`config.mk`:
```
export PLATFORM = sky130hd
export DESIGN_NAME = clk_gen_divider
export DESIGN_NICKNAME = d
export VERILOG_FILES = /design/src/rtl/clk_gen_pkg.sv /design/src/rtl/clk_gen_divider.sv
export SDC_FILE = /design/constraint.sdc
export NUM_CORES = 1
export LEC_CHECK = 0
export CAP_MARGIN = 0
export CORE_UTILIZATION = 35
export CTS_BUF_LIST = sky130_fd_sc_hd__clkbuf_4 sky130_fd_sc_hd__clkbuf_8
export CTS_CLUSTER_SIZE = 40
export DETAILED_ROUTE_END_ITERATION = 6
export SYNTH_ARGS = -nofsm -noshare
export SYNTH_HDL_FRONTEND = slang
export SYNTH_SLANG_ARGS = --single-unit
```
`constraint.sdc`:
```
create_clock -name clk -period 4.5 [get_ports clk]
set_clock_uncertainty 0.05 [all_clocks]
set_input_delay 0.9 -clock clk [delete_from_list [all_inputs] [get_ports clk]]
set_output_delay 0.9 -clock clk [all_outputs]
set_load 0.03 [all_outputs]
```
`src/rtl/clk_gen_pkg.sv`:
```
// Shared types and helpers for the programmable clock divider.
package clk_gen_pkg;

  typedef enum logic [1:0] {
    IDLE  = 2'd0,
    RUN   = 2'd1,
    DRAIN = 2'd2
  } state_e;

  localparam int MIN_DIV = 2;

  // High time of a divide-by-N period, in master-clock cycles.
  function automatic logic [31:0] hi_time(input logic [31:0] n);
    return n >> 1;
  endfunction

endpackage

```
`src/rtl/clk_gen_divider.sv`:
```
// Programmable divide-by-N clock generator; ratio changes are deferred to period
// boundaries so clk_gen never glitches, and every output comes straight from a flop.
module clk_gen_divider
  import clk_gen_pkg::*;
#(
  parameter int DIV_WIDTH   = 8,
  parameter int DEFAULT_DIV = 4
) (
  input  logic                 clk,
  input  logic                 rst_n,
  input  logic                 enable,
  input  logic [DIV_WIDTH-1:0] div_ratio,
  input  logic                 div_load,
  output logic                 clk_gen,
  output logic                 gen_tick,
  output logic                 locked,
  output logic                 load_err
);

  localparam logic [DIV_WIDTH-1:0] DEF_RATIO = DIV_WIDTH'(DEFAULT_DIV);
  localparam logic [DIV_WIDTH-1:0] ONE       = DIV_WIDTH'(1);

  state_e               state_q, state_d;
  logic [DIV_WIDTH-1:0] cnt_q, cnt_d;
  logic [DIV_WIDTH-1:0] active_q, active_d;
  logic [DIV_WIDTH-1:0] pending_q, pending_d;
  logic                 pvld_q, pvld_d;
  logic                 clk_d, tick_d, lock_d, err_d;
  logic                 boundary, load_ok;
  logic [DIV_WIDTH-1:0] nxt_active;

  always_comb begin
    state_d    = state_q;
    cnt_d      = cnt_q;
    active_d   = active_q;
    pending_d  = pending_q;
    pvld_d     = pvld_q;
    clk_d      = clk_gen;
    tick_d     = 1'b0;
    lock_d     = locked;
    load_ok    = div_load && (div_ratio >= DIV_WIDTH'(MIN_DIV));
    err_d      = div_load && (div_ratio <  DIV_WIDTH'(MIN_DIV));
    boundary   = (state_q != IDLE) && (cnt_q == active_q - ONE);
    nxt_active = active_q;

    case (state_q)
      IDLE: begin
        cnt_d  = '0;
        clk_d  = 1'b0;
        lock_d = 1'b0;
        if (load_ok) active_d = div_ratio;
        if (enable) begin
          state_d = RUN;
          clk_d   = 1'b1;
          tick_d  = 1'b1;
        end
      end
      default: begin
        // The boundary sees the pending value from before this edge; a load on the
        // same cycle only refills the shadow register for the following boundary.
        if (boundary && pvld_q) begin
          nxt_active = pending_q;
          active_d   = pending_q;
          pvld_d     = 1'b0;
        end
        if (boundary) lock_d = !pvld_q;
        if (load_ok) begin
          pending_d = div_ratio;
          pvld_d    = 1'b1;
        end
        cnt_d  = boundary ? '0 : cnt_q + ONE;
        clk_d  = 32'(cnt_d) < hi_time(32'(nxt_active));
        tick_d = clk_d && !clk_gen;

        if (state_q == DRAIN) begin
          if (enable) begin
            state_d = RUN;
          end else if (boundary) begin
            state_d = IDLE;
            cnt_d   = '0;
            clk_d   = 1'b0;
            tick_d  = 1'b0;
            lock_d  = 1'b0;
          end
        end else if (!enable) begin
          state_d = DRAIN;
        end
      end
    endcase
  end

  always_ff @(posedge clk or negedge rst_n) begin
    if (!rst_n) begin
      state_q   <= IDLE;
      cnt_q     <= '0;
      active_q  <= DEF_RATIO;
      pending_q <= DEF_RATIO;
      pvld_q    <= 1'b0;
      clk_gen   <= 1'b0;
      gen_tick  <= 1'b0;
      locked    <= 1'b0;
      load_err  <= 1'b0;
    end else begin
      state_q   <= state_d;
      cnt_q     <= cnt_d;
      active_q  <= active_d;
      pending_q <= pending_d;
      pvld_q    <= pvld_d;
      clk_gen   <= clk_d;
      gen_tick  <= tick_d;
      locked    <= lock_d;
      load_err  <= err_d;
    end
  end

endmodule

```
==> impl_metrics.yaml, run 1 <==
clock_tree:
  numCtsBuffers: 5
  clock_latency_ns: 0.29
  post_cts_resize_count: 0
  clockBufferDepth: 2
  cts-root-buf: "clkbuf_8"
  cts_sinks: 31
  htreeDepth: 2
  cts_setup_buffers: 0
  cts_tree: "done"
  ctsHoldBuffers: 0
  clkTransAtPathRegs_ns: 0.07
power:
  sw_frac_of_total_pct: 35.7
  pwr-share-clk_pct: 24.0
  max-vdd-ir-drop_v: 0.000185
  p_leak_nw: 0.977
  p_sw_mw: 0.329
  combPwrFrac_pct: 32.1
  p_int_mw: 0.591
  pwr-share-seq_pct: 44.0
  powerDensity_mw_per_mm2: 444
  fin_total_pwr_mw: 0.920
detailed_routing:
  drt_iter0_drc: 62
  avgViaCountPerCell: 4.93
  first_pass_iters: 4
  drt-total-wl_um: 3630
  drc: 0
  vias: 1331
  wl_per_cell_um: 13.5
  drtAntennaViolNets: 0
place:
  hpwl_um: 2810
  place_ws_ns: 0.945
  dp.cells: 262
  io_buffers: 15
  dpl_cell_area_mm2: 0.00198
  gp_congestion: 0.813
critical_path:
  r2r_end: "gen_tick$_DFF_PN0_"
  end_kind: "flop"
  crit_slowest_cell: "or4_1"
  cp.required_ns: 4.61
  crit_start: "active_q[0]$_DFFE_PN0P_"
  critPathMaxStageDelay_ns: 0.79
  cp-start-kind: "flop"
  endpoint: "gen_tick$_DFF_PN0_"
  critPathKind: "flop to flop"
  r2r_slack_ns: 0.97
  worstRegToRegCells: 13
  worst_ep_arrival_time_ns: 3.64
  r2r_start: "active_q[0]$_DFFE_PN0P_"
  cp_max_fo: 16
  crit_chain: "inv_1 -> ha_1 -> xnor2_1 -> nor3_1 -> o211ai_1 -> or4_1 -> mux2i_1 -> ha_1 -> nand2_1 -> o21ai_0 -> mux2i_1 -> a21oi_1 -> o31ai_1"
layout:
  fin_area_mm2: 0.00207
  antenna_cells: 0
  final_util_pct: 43.2
  multi_input_area_um2: 908
  drive_above_1_share_pct: 10.8
  final-seq-area_um2: 778
  finalNetCount: 222
  syn_to_final_growth_pct: 17.3
  fillCellCount: 472
  fin_cells: 270
run_status:
  status: "completed"
timing:
  slew_headroom_pct: 44.7
  finalSetupTns_ns: 0
  max_freq_mhz: 283
  worst_slack_ns: 0.973
  worstMarginPinSlew_ns: 0.823
  whs_ns: 0.448
  rsz0062_at_grt: "false"
  slew_viol_final: 0
  setup_violations: 0
  min_period_over_period_pct: 78.4
  hold_viol_final: 0
  min_period_ns: 3.53
logic_synthesis:
  synth_edf_count: 0
  netlist_instances: 183
  async_flop_share_pct: 100
  synthDistinctLibCells: 38
  yosys_warnings: 0
  ys_seq_area_share_pct: 44.1
  syn_nets: 203
  ys_ff_latch: 31
  synth_ff_type: "dfrtp_1"
  syn_area_per_cell_um2: 9.64
  syn_area_mm2: 0.00176
floorplanning:
  core-area_mm2: 0.00479
  ios: 16
  die_w_um: 73.0
  die_y_um: 73.0
  row_count: 25
  dieArea_mm2: 0.00533
  start_util_pct: 36.9
grt:
  grt_pass1_wl_um: 6330
  grt_max_degree: 32
  grt_overflow: 0
  track_usage_pct: 16.0
  grt_pass1_vias: 1285
  antenna_found_initial: 0
run:
  cap_viol_max_count: 0
worst_hold_path:
  hp-class: "flop to flop"
-- worst max-delay path: cells and delay by family, from the launching register on --
family | cells | cell delay (ns)
buffers and inverters | 1 | 0.07
DFF | 1 | 0.44
adders and majority gates | 2 | 0.63
xor gates and xnor gates | 1 | 0.13
and+or+nand+nor | 3 | 1.03
AOI/OAI and AO/OA | 4 | 0.73
muxes | 2 | 0.31
-- worst min-delay path by stage --
stage                                   from                       end  slack, ns  cells past startpoint
finish              pending_q[0]$_DFFE_PN0P_  pending_q[0]$_DFFE_PN0P_       0.45                      2
CTS                        clk_gen$_DFF_PN0_        gen_tick$_DFF_PN0_       0.45                      1
detailed placement  pending_q[0]$_DFFE_PN0P_  pending_q[0]$_DFFE_PN0P_       0.43                      2
global placement           clk_gen$_DFF_PN0_        gen_tick$_DFF_PN0_       0.43                      1
floorplan           pending_q[0]$_DFFE_PN0P_  pending_q[0]$_DFFE_PN0P_       0.40                      2
global route               clk_gen$_DFF_PN0_        gen_tick$_DFF_PN0_       0.47                      1
-- layout by cell type (no fill, tap or decap), types with 5 or more instances in the layout --
cell type / Yosys / final
ha_1: 8 / 8
mux2_2: 7 / 7
mux2i_1: 10 / 10
xor2_1: 5 / 5
clkdlybuf4s50_1: 0 / 15
nand3_1: 7 / 7
nor2_1: 24 / 24
xnor2_1: 9 / 9
o21ai_0: 6 / 6
nand2_1: 11 / 11
dfrtp_1: 29 / 29
a21oi_1: 10 / 10
o22ai_1: 7 / 7
inv_1: 14 / 14
clkbuf_8: 0 / 5
-- cells by family after synthesis --
group                    synth area share [%]
AO/OA/AOI/OAI                            11.8
buffers and inverters                    4.40
XOR/XNOR                                 6.95
flip-flops                               44.1
adder cells (fa/ha/maj)                  5.67
AND/OR/NAND/NOR                          16.9
multiplexers                             10.1
-- cells in the mapped netlist (2+ instances only) --
cell type  count  area [µm²]
nand3_1        7        35.0
mux2i_1       10         100
buf_2          2        10.0
and3_1         2        12.5
nor3_1         4        20.0
o21ai_0        6        30.0
o21ai_1        2        10.0
a21oi_1       10        50.1
ha_1           8         100
nor2_1        24        90.1
or2_2          2        12.5
dfstp_2        2        52.6
inv_1         14        52.6
xnor2_1        9        78.8
mux2_2         7        78.8
nand2b_1       2        12.5
dfrtp_1       29         726
nand2_1       11        41.3
xor2_1         5        43.8
or4_1          3        22.5
o22ai_1        7        43.8
-- per-layer routing --
layer,wire length [µm],up-vias,global-route usage [%]
met5,0,-,0
met4,71,0,6.54
met3,131,8,3.31
met2,1570,23,23.5
met1,1860,620,22.8
li1,-,680,-
-- sequential cells by signal, summed over array words and instances, names as in the netlist --
signal and cells:
gen_tick 1, pending_q 8, load_err 1, active_q 8, clk_gen 1, state_q 2
cnt_q 8, locked 1, pvld_q 1
-- layout make-up --
cell class / count / share of cell area, %
Multi-Input combinational cell: 134 / 43.9
Sequential cell: 31 / 37.6
Timing Repair Buffer: 16 / 7.62
Tap cell: 67 / 4.05
Clock buffer: 6 / 3.69
Inverter: 14 / 2.54
Clock inverter: 2 / 0.605
-- power groups by stage --
stage / combinational, mW / sequential, mW / clock (mW)
6_report: 0.295 / 0.405 / 0.220
5_1_grt: 0.337 / 0.416 / 0.237
4_1_cts: 0.299 / 0.405 / 0.224
3_5_place_dp: 0.297 / 0.410 / 0
3_3_place_gp: 0.294 / 0.409 / 0
2_1_floorplan: 0.224 / 0.394 / 0
(Power assumes the default switching activity.)
==> inputs of run 2 (changes only) <==
==> constraint.sdc (replaced) <==
create_clock -name clk -period 3.6 [get_ports clk]
set_clock_uncertainty 0.05 [all_clocks]
set_input_delay 0.72 -clock clk [delete_from_list [all_inputs] [get_ports clk]]
set_output_delay 0.72 -clock clk [all_outputs]
set_load 0.03 [all_outputs]
==> run 2 against run 1 <==
Compared with the run above: global-route usage is 0.65 points higher; first-iteration DRC count is 56% higher; register-to-register slack worse by 0.64 ns; hold slack worse by 0.0080 ns; worst setup slack worse by 0.64 ns; sequential power is 25% higher; wire length is 3.0% higher; power is 26% higher; critical path type unchanged; largest cell class unchanged.
==> impl_metrics.yaml, run 2 (synthesis gave the netlist of run 1 again) <==
run_status:
  status: "completed"
timing:
  slew_viol_final: 0
  hold_viol_final: 0
  rsz0062_at_grt: "false"
  finalSetupTns_ns: 0
  worst_slack_ns: 0.332
  max_freq_mhz: 306
  min_period_ns: 3.27
  min_period_over_period_pct: 90.8
  slew_headroom_pct: 43.4
  worstMarginPinSlew_ns: 0.843
  setup_violations: 0
layout:
  final_cell_mix: "dfrtp_1 (29), nor2_1 (24), clkdlybuf4s50_1 (15)"
  fin_cells: 271
  antenna_cells: 0
  syn_to_final_growth_pct: 17.9
  fillCellCount: 464
  finalNetCount: 223
  final_util_pct: 43.5
  final_common_cell: "dfrtp_1"
  drive_above_1_share_pct: 11.8
  reg.largest.list: "active_q: 8 flops, cnt_q: 8 flops, pending_q: 8 flops"
power:
  powerDensity_mw_per_mm2: 558
  max-vdd-ir-drop_v: 0.000270
  p_leak_nw: 0.987
grt:
  grt_max_degree: 32
  grt_overflow: 0
  grt_pass1_vias: 1330
  antenna_found_initial: 0
  track_usage_pct: 16.6
  grt_pass1_wl_um: 6640
floorplanning:
  dieArea_mm2: 0.00533
  row_count: 25
  core-area_mm2: 0.00479
  die_y_um: 73.0
  start_util_pct: 36.9
  ios: 16
  die_w_um: 73.0
critical_path:
  end_kind: "flop"
  cp-start-kind: "flop"
  cp.required_ns: 3.72
  crit_slowest_cell: "nor3_1"
  critPathMaxStageDelay_ns: 0.69
  cp_max_fo: 8
  worst_ep_arrival_time_ns: 3.39
  crit_chain: "inv_1 -> ha_1 -> xnor2_1 -> nor3_1 -> o211ai_1 -> nor3_1 -> nor2_1 -> ha_1 -> nand2_1 -> o21ai_0 -> mux2i_1 -> a21oi_1 -> o31ai_1"
  critPathKind: "flop to flop"
clock_tree:
  cts_tree: "done"
  cts_sinks: 31
  clkTransAtPathRegs_ns: 0.07
  clock_latency_ns: 0.29
  htreeDepth: 2
  cts_setup_buffers: 0
  numCtsBuffers: 5
  clockBufferDepth: 2
  cts-root-buf: "clkbuf_8"
place:
  dp.cells: 263
  hpwl_um: 2810
  gp_congestion: 0.829
  io_buffers: 15
  place_ws_ns: 0.204
detailed_routing:
  drtAntennaViolNets: 0
  drt-total-wl_um: 3740
  avgViaCountPerCell: 4.98
  wl_per_cell_um: 13.8
  drt_iter0_drc: 97
  drc: 0
  first_pass_iters: 4
  vias: 1349
run:
  cap_viol_max_count: 0
worst_hold_path:
  hp-class: "flop to flop"
[run 2: layer usage]
layer | track usage (%) | routed length (µm) | part of all wire, %
met2 | 23.7 | 1650 | 44
met4 | 5.23 | 47 | 1.3
met1 | 24.3 | 1920 | 51
met3 | 4.56 | 132 | 3.5
met5 | 0 | 0 | 0
[run 2: final timing paths]
check	endpoint	startpoint	depth (start not counted)	slack [ns]
setup / recovery	gen_tick$_DFF_PN0_	active_q[0]$_DFFE_PN0P_	13	0.33
hold / removal	gen_tick$_DFF_PN0_	clk_gen$_DFF_PN0_	1	0.44
setup reg to reg	gen_tick$_DFF_PN0_	active_q[0]$_DFFE_PN0P_	13	0.33
hold reg to reg	gen_tick$_DFF_PN0_	clk_gen$_DFF_PN0_	1	0.44
max in group asynchronous	active_q[2]$_DFFE_PN1P_	rst_n	2	2.40
min in group asynchronous	pending_q[6]$_DFFE_PN0P_	rst_n	2	0.78
[run 2: area by class of cell]
class	count	area [µm²]	area share, %
Tap cell	67	83.8	4.03
Clock buffer	7	83.8	4.03
Timing Repair Buffer	17	165	7.94
Clock inverter	1	5.00	0.241
Inverter	14	52.6	2.53
Multi-Input combinational cell	134	912	43.8
Sequential cell	31	778	37.4
[run 2: metrics by stage]
stage | power, mW | hold WS (ns) | instance area [µm²]
after floorplan | 0.773 | 0.374 | 1760
after global placement | 0.878 | 0.408 | 1990
after detailed placement | 0.885 | 0.423 | 1990
after CTS | 1.16 | 0.431 | 2080
after global routing | 1.25 | 0.456 | 2080
final | 1.16 | 0.440 | 2080
[run 2: repair_timing]
action | CTS | global route
resized for setup | 0 | 1
hold buffers | 0 | 0
endpoints found under the setup margin | 0 | 2
[run 2: power by group]
| part | internal [mW] | total [mW] | switching [mW] | leakage, nW |
|---|---|---|---|---|
| Clock | 0.150 | 0.281 | 0.130 | 0.0491 |
| Sequential | 0.419 | 0.506 | 0.0875 | 0.371 |
| Combinational | 0.178 | 0.373 | 0.195 | 0.568 |
| Total | 0.747 | 1.16 | 0.413 | 0.987 |
[run 2: worst max-delay path: cells and delay by family, from the launching register on]
family / cells / cell delay, ns
flops: 1 / 0.42
fa+ha+maj: 2 / 0.63
compound gates: 4 / 0.70
buf+inv: 1 / 0.06
simple gates: 4 / 1.06
mux: 1 / 0.09
xor+xnor: 1 / 0.13
